File: config.mk
export PLATFORM = sky130hd
export DESIGN_NAME = mult_div_unit
export DESIGN_NICKNAME = d
export VERILOG_FILES = /design/src/rtl/mult_div_pkg.sv /design/src/rtl/mdu_cond_neg.sv /design/src/rtl/mult_div_unit.sv
export SDC_FILE = /design/constraint.sdc
export NUM_CORES = 1
export LEC_CHECK = 0
export BUFFER_PORTS_ARGS = -buffer_cell sky130_fd_sc_hd__buf_4
export CORE_MARGIN = 2
export CORE_UTILIZATION = 66
export DETAILED_ROUTE_END_ITERATION = 6
export PLACE_DENSITY = 0.93
export SLEW_MARGIN = 30
export SYNTH_ARGS = -nofsm -noshare
export SYNTH_HDL_FRONTEND = slang
export SYNTH_SLANG_ARGS = --single-unit
File: constraint.sdc
create_clock -name clock -period 11.1 [get_ports clock]
set_input_delay 1.665 -clock clock [delete_from_list [all_inputs] [get_ports clock]]
set_output_delay 1.665 -clock clock [all_outputs]
set_load 0.03 [all_outputs]
File: src/rtl/mult_div_pkg.sv
// mult_div_pkg
// Shared types and constants for the iterative multiply/divide unit.
//   state_t : control FSM states (IDLE, CALC, SIGN, DONE)
//   op_t    : operation latched on an accepted start (OP_MULT, OP_DIV)
//   WIDTH_DEFAULT : default operand width
package mult_div_pkg;

  localparam int WIDTH_DEFAULT = 32;

  typedef enum logic [1:0] {
    IDLE = 2'd0,
    CALC = 2'd1,
    SIGN = 2'd2,
    DONE = 2'd3
  } state_t;

  typedef enum logic {
    OP_MULT = 1'b0,
    OP_DIV  = 1'b1
  } op_t;

endpackage

File: src/rtl/mdu_cond_neg.sv
// mdu_cond_neg
// Combinational conditional two's-complement negate.
// Used both for operand magnitudes and for the final sign fix-up.
// Ports:
//   in  : value (WIDTH bits)
//   neg : 1 = output the two's complement of in, 0 = pass through
//   out : result (WIDTH bits)
module mdu_cond_neg #(
  parameter int WIDTH = 32
) (
  input  logic [WIDTH-1:0] in,
  input  logic             neg,
  output logic [WIDTH-1:0] out
);

  // Negating the most negative value returns it unchanged; read as
  // unsigned that is exactly its magnitude.
  assign out = neg ? (~in + WIDTH'(1)) : in;

endmodule

File: src/rtl/mult_div_unit.sv
// mult_div_unit
// Iterative signed multiply / divide unit feeding the HI/LO registers.
// Multiply is unsigned shift-add on magnitudes, divide is restoring
// shift-subtract on magnitudes; signs are applied in a final SIGN cycle.
// Build option: MULT_DIV_UNSIGNED_EN adds input is_unsigned (multu/divu),
// which suppresses magnitude and negation handling for that operation.
// Ports:
//   clock      : system clock, rising edge
//   reset      : asynchronous, active-high reset
//   start_mult : one-cycle request, signed a*b (wins over start_div)
//   start_div  : one-cycle request, signed a/b
//   is_unsigned: (MULT_DIV_UNSIGNED_EN only) unsigned operation, sampled with start
//   a, b       : operands, sampled on an accepted start
//   hi, lo     : mult {hi,lo} = product; div hi = remainder, lo = quotient
//   busy       : high in CALC and SIGN
//   done       : one-cycle pulse when hi/lo are valid or div_zero is set
//   div_zero   : divide by zero, set with done, cleared on next accepted start
//
// state | meaning
// ------+---------------------------------------------------------------
// IDLE  | waiting for start_mult / start_div
// CALC  | WIDTH iterations of shift-add or shift-subtract
// SIGN  | apply result signs, register hi/lo
// DONE  | done pulse; a new start may be accepted here
module mult_div_unit
  import mult_div_pkg::*;
#(
  parameter int WIDTH = WIDTH_DEFAULT
) (
  input  logic             clock,
  input  logic             reset,
  input  logic             start_mult,
  input  logic             start_div,
`ifdef MULT_DIV_UNSIGNED_EN
  input  logic             is_unsigned,
`endif
  input  logic [WIDTH-1:0] a,
  input  logic [WIDTH-1:0] b,
  output logic [WIDTH-1:0] hi,
  output logic [WIDTH-1:0] lo,
  output logic             busy,
  output logic             done,
  output logic             div_zero
);

  localparam int CW = $clog2(WIDTH);

  state_t             state;
  op_t                op;
  logic               sign_a;
  logic               sign_b;
  logic [WIDTH-1:0]   opd_b;
  logic [2*WIDTH-1:0] acc;
  logic [WIDTH:0]     rem;
  logic [CW-1:0]      cnt;

  logic               signed_req;
  logic               neg_a_in;
  logic               neg_b_in;
  logic [WIDTH-1:0]   mag_a;
  logic [WIDTH-1:0]   mag_b;

`ifdef MULT_DIV_UNSIGNED_EN
  assign signed_req = ~is_unsigned;
`else
  assign signed_req = 1'b1;
`endif

  assign neg_a_in = a[WIDTH-1] & signed_req;
  assign neg_b_in = b[WIDTH-1] & signed_req;

  mdu_cond_neg #(.WIDTH(WIDTH)) u_mag_a (.in(a), .neg(neg_a_in), .out(mag_a));
  mdu_cond_neg #(.WIDTH(WIDTH)) u_mag_b (.in(b), .neg(neg_b_in), .out(mag_b));

  // Multiply step: acc holds {partial product, remaining multiplier bits}.
  logic [WIDTH:0]     add_sum;
  logic [2*WIDTH-1:0] mult_next;

  assign add_sum   = {1'b0, acc[2*WIDTH-1:WIDTH]} + (acc[0] ? {1'b0, opd_b} : '0);
  assign mult_next = {add_sum, acc[WIDTH-1:1]};

  // Divide step: acc[WIDTH-1:0] shifts dividend bits out and quotient bits in.
  // The borrow of the one-bit-wider trial subtract decides restore vs keep.
  logic [WIDTH+1:0]   trial;
  logic               ge;
  logic [WIDTH:0]     rem_next;
  logic [WIDTH-1:0]   quot_next;

  assign trial     = {rem, acc[WIDTH-1]} - {2'b00, opd_b};
  assign ge        = ~trial[WIDTH+1];
  assign rem_next  = ge ? trial[WIDTH:0] : {rem[WIDTH-1:0], acc[WIDTH-1]};
  assign quot_next = {acc[WIDTH-2:0], ge};

  // Sign fix-up. The remainder always takes the dividend's sign.
  logic               res_neg;
  logic [2*WIDTH-1:0] prod_fix;
  logic [WIDTH-1:0]   quot_fix;
  logic [WIDTH-1:0]   rem_fix;

  assign res_neg = sign_a ^ sign_b;

  mdu_cond_neg #(.WIDTH(2*WIDTH)) u_fix_prod (.in(acc), .neg(res_neg), .out(prod_fix));
  mdu_cond_neg #(.WIDTH(WIDTH)) u_fix_quot (.in(acc[WIDTH-1:0]), .neg(res_neg), .out(quot_fix));
  mdu_cond_neg #(.WIDTH(WIDTH)) u_fix_rem (.in(rem[WIDTH-1:0]), .neg(sign_a), .out(rem_fix));

  always_ff @(posedge clock or posedge reset) begin
    if (reset) begin
      state    <= IDLE;
      op       <= OP_MULT;
      sign_a   <= 1'b0;
      sign_b   <= 1'b0;
      opd_b    <= '0;
      acc      <= '0;
      rem      <= '0;
      cnt      <= '0;
      hi       <= '0;
      lo       <= '0;
      busy     <= 1'b0;
      done     <= 1'b0;
      div_zero <= 1'b0;
    end else begin
      case (state)
        IDLE, DONE: begin
          done <= 1'b0;
          if (start_mult || start_div) begin
            op     <= start_mult ? OP_MULT : OP_DIV;
            sign_a <= neg_a_in;
            sign_b <= neg_b_in;
            opd_b  <= mag_b;
            acc    <= {{WIDTH{1'b0}}, mag_a};
            rem    <= '0;
            cnt    <= '0;
            if (!start_mult && (b == '0)) begin
              // Divide by zero: skip straight to DONE, hi/lo untouched.
              div_zero <= 1'b1;
              done     <= 1'b1;
              state    <= DONE;
            end else begin
              div_zero <= 1'b0;
              busy     <= 1'b1;
              state    <= CALC;
            end
          end else begin
            state <= IDLE;
          end
        end

        CALC: begin
          if (op == OP_MULT) begin
            acc <= mult_next;
          end else begin
            rem             <= rem_next;
            acc[WIDTH-1:0]  <= quot_next;
          end
          cnt <= cnt + CW'(1);
          if (cnt == CW'(WIDTH - 1)) begin
            state <= SIGN;
          end
        end

        SIGN: begin
          if (op == OP_MULT) begin
            hi <= prod_fix[2*WIDTH-1:WIDTH];
            lo <= prod_fix[WIDTH-1:0];
          end else begin
            hi <= rem_fix;
            lo <= quot_fix;
          end
          busy  <= 1'b0;
          done  <= 1'b1;
          state <= DONE;
        end

        default: begin
          state <= IDLE;
        end
      endcase
    end
  end

endmodule

# After elaboration in Yosys (flattened, before gate mapping)
# Index checks and enable logic that the tools add are counted.
[op_classes]
n_addsub = 8
reduce_logical = 13
mux = 29
bitwise_logic = 7
eq_ne = 9
[ops]
columns = ["operator", "n"]
rows = [
  ["two-way mux 32 bit", 9],
  ["adder 32 x 1 -> 32 bit (second input constant)", 4],
  ["two-way mux 64 bit", 2],
  ["inverter 32 bit", 4],
  ["one-hot mux 64 bit (2 select lines)", 1],
  ["two-way mux 33 bit", 3],
  ["one-hot mux 33 bit (2 select lines)", 1],
  ["adder 64 x 1 -> 64 bit (second input constant)", 1],
  ["inverter 64 bit", 1],
  ["subtractor 34 x 32 -> 34 bit", 1],
  ["adder 32 x 32 -> 33 bit", 1],
  ["zero test 32 bit", 1],
  ["!= test 2 bit (second input constant)", 5],
  ["one-hot mux 5 bit (2 select lines)", 1],
  ["AND reduction 3 bit", 3],
  ["two-way mux 2 bit", 3],
  ["one-hot mux 2 bit (3 select lines)", 1],
  ["adder 5 x 1 -> 5 bit (second input constant)", 1],
  ["== test 5 bit (second input constant)", 1],
  ["two-way mux 1 bit", 5],
  ["two-way mux 5 bit", 1],
  ["== test 2 bit (second input constant)", 2],
  ["one-hot mux 1 bit (2 select lines)", 2],
  ["AND reduction 2 bit", 2],
  ["9 further kinds", 10],
]
[word_totals]
in_bits = 68
ff_bits = 206
wordCells = 80

# Longest topological paths before layout
[depth]
word_depth = 5
depth_mapped = 15
depth_no_buf = 14

# Hierarchy
# A second synthesis with hierarchy kept.
[hier_totals]
hier_cells = 2050
area_unflattened_um2 = 17710.7
[by_module_without_submodules]
columns = ["mod", "cells_per_inst", "area_each_um2", "seq_area_each_um2", "instances"]
rows = [
  ["mult_div_unit", 1448, 12953.7, 5154.9, 1],
  ["mdu_cond_neg (u_fix_quot ...)", 99, 777.0, 0.0, 4],
  ["mdu_cond_neg (u_fix_prod)", 206, 1649.1, 0.0, 1],
]

# Worst setup path before layout
# OpenSTA, ideal clock, no wires.
[synth_timing]
path_kind = "input to register"
startpoint = "in a[7]"
endpoint = "reg acc[29]"
setup_ps = 116
required_time_ps = 10984
cell_stages = 8
setup_slack_ps = 7043
arrival_ps = 3942
path_cell_list = "or3_4 -> or4_1 -> or3_1 -> or3_1 -> nand2b_1 -> o21ai_0 -> xor2_1 -> o311ai_0"
[synth_via]
elab_chain_cells = 5
[synth_lines]
columns = ["element", "line", "rtl"]
rows = [
  ["start: declaration", "mult_div_unit.sv:37", "input logic [WIDTH-1:0] a,"],
  ["inverter 32 bit", "mdu_cond_neg.sv:18", "assign out = neg ? (~in + WIDTH'(1)) : in;"],
  ["adder 32 x 1 -> 32 bit", "mdu_cond_neg.sv:18", ""],
  ["two-way mux 32 bit", "mdu_cond_neg.sv:18", ""],
  ["two-way mux 64 bit", "mult_div_unit.sv:125", "if (start_mult || start_div) begin"],
  ["one-hot mux 64 bit (2 select lines)", "mult_div_unit.sv:122", "case (state)"],
  ["end signal: assignment", "mult_div_unit.sv:130", "acc <= {{WIDTH{1'b0}}, mag_a};"],
  ["end signal: assignment", "mult_div_unit.sv:150", "acc <= mult_next;"],
  ["end signal: indexed assignment", "mult_div_unit.sv:153", "acc[WIDTH-1:0] <= quot_next;"],
  ["end: declaration", "mult_div_unit.sv:53", "logic [2*WIDTH-1:0] acc;"],
]
# No other way between the ends. The select of a mux whose other input is x is not followed.
# A chain may end at the register's enable or synchronous reset.

# Worst setup path after layout
[layout_timing]
startpoint = "reg acc[0]"
endpoint = "reg acc[63]"
[layout_via]
elab_chain_cells = 4
[layout_lines]
columns = ["element", "line", "rtl"]
rows = [
  ["two-way mux 32 bit", "mult_div_unit.sv:79", "assign add_sum = {1'b0, acc[2*WIDTH-1:WIDTH]} + (acc[0] ? {1'b0, opd_b} : '0);"],
  ["adder 32 x 32 -> 33 bit", "mult_div_unit.sv:79", ""],
  ["two-way mux 32 bit", "mult_div_unit.sv:149", "if (op == OP_MULT) begin"],
  ["one-hot mux 64 bit (2 select lines)", "mult_div_unit.sv:122", ""],
]
# No other way between the ends. The select of a mux whose other input is x is not followed.

==> qor.yml <==
outcome:
  status: "completed"
place:
  dpl_cell_area_um2: 16800
  gp_congestion: 0.947
  io_buffers: 134
  place_hpwl_mm: 31.8
clock_tree:
  cts_sinks: 206
  holdBufCountCts: 0
  post-cts-setup-buffers: 0
  ctsResizeCount: 0
  root_buffer: "clkbuf_16"
  cts_tree: "built"
  cts_made_buffers: 23
  cts.reportedPaths.clkPinSlew_ns: 0.06
  htreeDepth: 1
  cts_buffer_depth: 3
  insertion_delay_ns: 0.54
synth:
  ys_ff_latch: 206
  postSynthCellCount: 1914
  synth_edf_count: 0
  synth_area_um2: 15600
  postSynthAreaPerCell_um2: 8.16
  async_flop_share_pct: 100
  syn-num-nets: 2057
  synthFlopType: "dfrtp_1"
  synth_warnings: 0
  ys_types: 83
  ys_seq_area_share_pct: 33.0
timing:
  drv_slew: 0
  rsz0062_at_grt: "no"
  setup_tns_ns: 0
  skew_ns: 0.0298
  min_period_over_period_pct: 39.2
  relSlewSlack_pct: 31.1
  hold_violations: 0
  clock.fmax_mhz: 230
  setup_viol: 0
  max_slew.worst_pin.slew_ns: 1.02
  fin_crit_ns: 4.35
setup_path:
  crit_fanout: 30
  timing.rr.start: "acc[0]"
  ff2ff_path_depth: 14
  cp.buffers_inverters: 2
  cp.required_ns: 11.50
  endpoint_kind: "register"
  crit_top_cell: "o21ai_0"
  worst_path_largest_cell_delay_ns: 0.57
  cp.arrival_ns: 4.75
  path_cells: "inv_1, buf_4, nor2_1, ha_1, nor2b_1, o31a_1, nor2_1, o21ai_0, a211oi_1, nor3b_1, o21ai_0, o21ai_0, a2111oi_0, o21ai_0"
  r2r_setup_slack_ns: 6.75
  crit_family: "compound AO/OA/AOI/OAI gates"
  crit_type: "register to register"
  r2r-end: "acc[63]"
  slowest_stage: "o21ai_0"
  worst_setup_path_start_kind: "register"
worst_hold_path:
  hold_start: "opd_b[20]"
  worst_hold_path_type: "register to register"
  min_to: "opd_b[20]"
  hold_depth: 2
layout:
  syn2layout_area_growth_pct: 13.4
  seqCellArea_um2: 5160
  multi_input_area_um2: 9740
  postLayoutCellArea_um2: 17700
  nNetsFinal: 2130
  diodes: 0
  layout-drive-gt1-share_pct: 12.0
  fill_cells: 1658
power_and_ir_drop:
  peakVddDrop_mv: 0.211
  p_leak_nw: 8.07
  power_density_nw_per_um2: 318
global_route:
  grt-ovfl-total: 0
  grt_usage_pct: 34.8
  grt_pass1_vias: 14000
  grt_max_degree: 116
  antenna_found_initial: 0
  grt_first_pass_wirelength_mm: 70.0
floorplanning:
  start_util_pct: 66.9
  rows: 56
  pin_count: 135
  die_h_um: 158
  die_w_um: 158
  core_area_um2: 23300
  dieArea_um2: 24900
detailed_routing:
  post_drt_wl_per_cell_um: 18.7
  viasPerCell: 6.34
  drc: 0
  routed_wl_mm: 43.5
  routed-via-count: 14700
  postRouteAntennaNets: 0
  first_pass_iters: 7
  drt_iter0_drc: 1578
job:
  cap_violations: 0
worst max path at each step:
stage	start	end	slack, ns	cells past startpoint
detailed placement	a[7]	acc[29]	6.59	9
CTS	acc[0]	acc[63]	6.87	14
finish	acc[0]	acc[63]	6.75	14
global placement	b[8]	busy	6.73	10
floorplan	reset	acc[0]	3.81	1
global route	acc[0]	acc[63]	6.37	14
area by class of cell:
type | count | share of cell area (%)
clock buffers | 31 | 3.70
clock inverters | 11 | 1.35
inverters | 100 | 2.16
multi-input cells | 1506 | 55.0
flip-flops and latches | 206 | 29.1
well taps | 319 | 2.25
repair buffers | 150 | 6.44
metrics by stage:
stage	worst slack, ns	std cells	hold slack (ns)	util (%)	total power, mW
detailed placement	6.59	2281	0.471	72.0	4.62
CTS	6.87	2323	0.484	75.9	5.57
floorplan	3.81	1914	0.443	-	3.71
finish	6.75	2323	0.477	75.9	5.63
global placement	6.73	2280	0.456	72.0	4.47
global route	6.37	2323	0.499	75.9	5.99
cells by family after synthesis:
kind of cell | Yosys count | synth area share, %
buf+inv | 202 | 5.06
mux | 58 | 3.80
fa+ha+maj | 75 | 6.10
flops | 206 | 33.0
simple gates | 593 | 18.0
xor+xnor | 201 | 11.3
compound gates | 579 | 22.8
flip-flops by register name, summed over array words and instances, names as in the netlist:
name      cells
acc          64
busy          1
cnt           5
div_zero      1
done          1
hi           32
lo           32
op            1
opd_b        32
rem          33
sign_a        1
sign_b        1
state         2
cell usage after synthesis (16+ instances only):
| cell | n | share of area (%) |
|---|---|---|
| a21o_1 | 33 | 1.6 |
| a21oi_1 | 127 | 4.1 |
| clkbuf_1 | 80 | 1.9 |
| dfrtp_1 | 206 | 33 |
| ha_1 | 73 | 5.8 |
| inv_1 | 99 | 2.4 |
| mux2i_1 | 51 | 3.3 |
| nand2_1 | 250 | 6.0 |
| nand2b_1 | 23 | 0.92 |
| nand3_1 | 24 | 0.77 |
| nor2_1 | 153 | 3.7 |
| nor3_1 | 25 | 0.80 |
| o211ai_1 | 32 | 1.5 |
| o21ai_0 | 227 | 7.3 |
| o31ai_1 | 40 | 1.9 |
| o41ai_1 | 16 | 0.90 |
| or3_1 | 20 | 0.80 |
| xnor2_1 | 100 | 5.6 |
| xor2_1 | 101 | 5.7 |
worst register-to-register path: cells and delay by family, from the launching register on:
family          cells  cell delay (ns)
simple gates        4             0.56
compound gates      7             2.40
fa+ha+maj           1             0.34
buf+inv             2             0.47
flops               1             0.47
cell usage in the layout, fill, tap and decap left out, drive strengths merged, types with 33 or more instances in the layout:
master,n
a21o,33
a21oi,127
buf,150
dfrtp,206
ha,73
inv,101
mux2i,51
nand2,250
nor2,154
o21ai,236
o31ai,43
xnor2,100
xor2,101
routing by layer:
layer  part of all wire (%)  GRT usage (%)  vias to the layer above
met3                    9.2           4.52                       95
met4                    2.7           11.0                        0
met2                     46           56.3                      753
met5                      0              0                        -
met1                     42           48.6                     7003
li1                       -              -                     6875
power by group:
| part | switching (mW) | total, mW | internal, mW |
|---|---|---|---|
| Clock | 0.327 | 0.903 | 0.577 |
| Sequential | 0.344 | 1.40 | 1.06 |
| Combinational | 2.13 | 3.33 | 1.20 |
(Power assumes the default switching activity.)
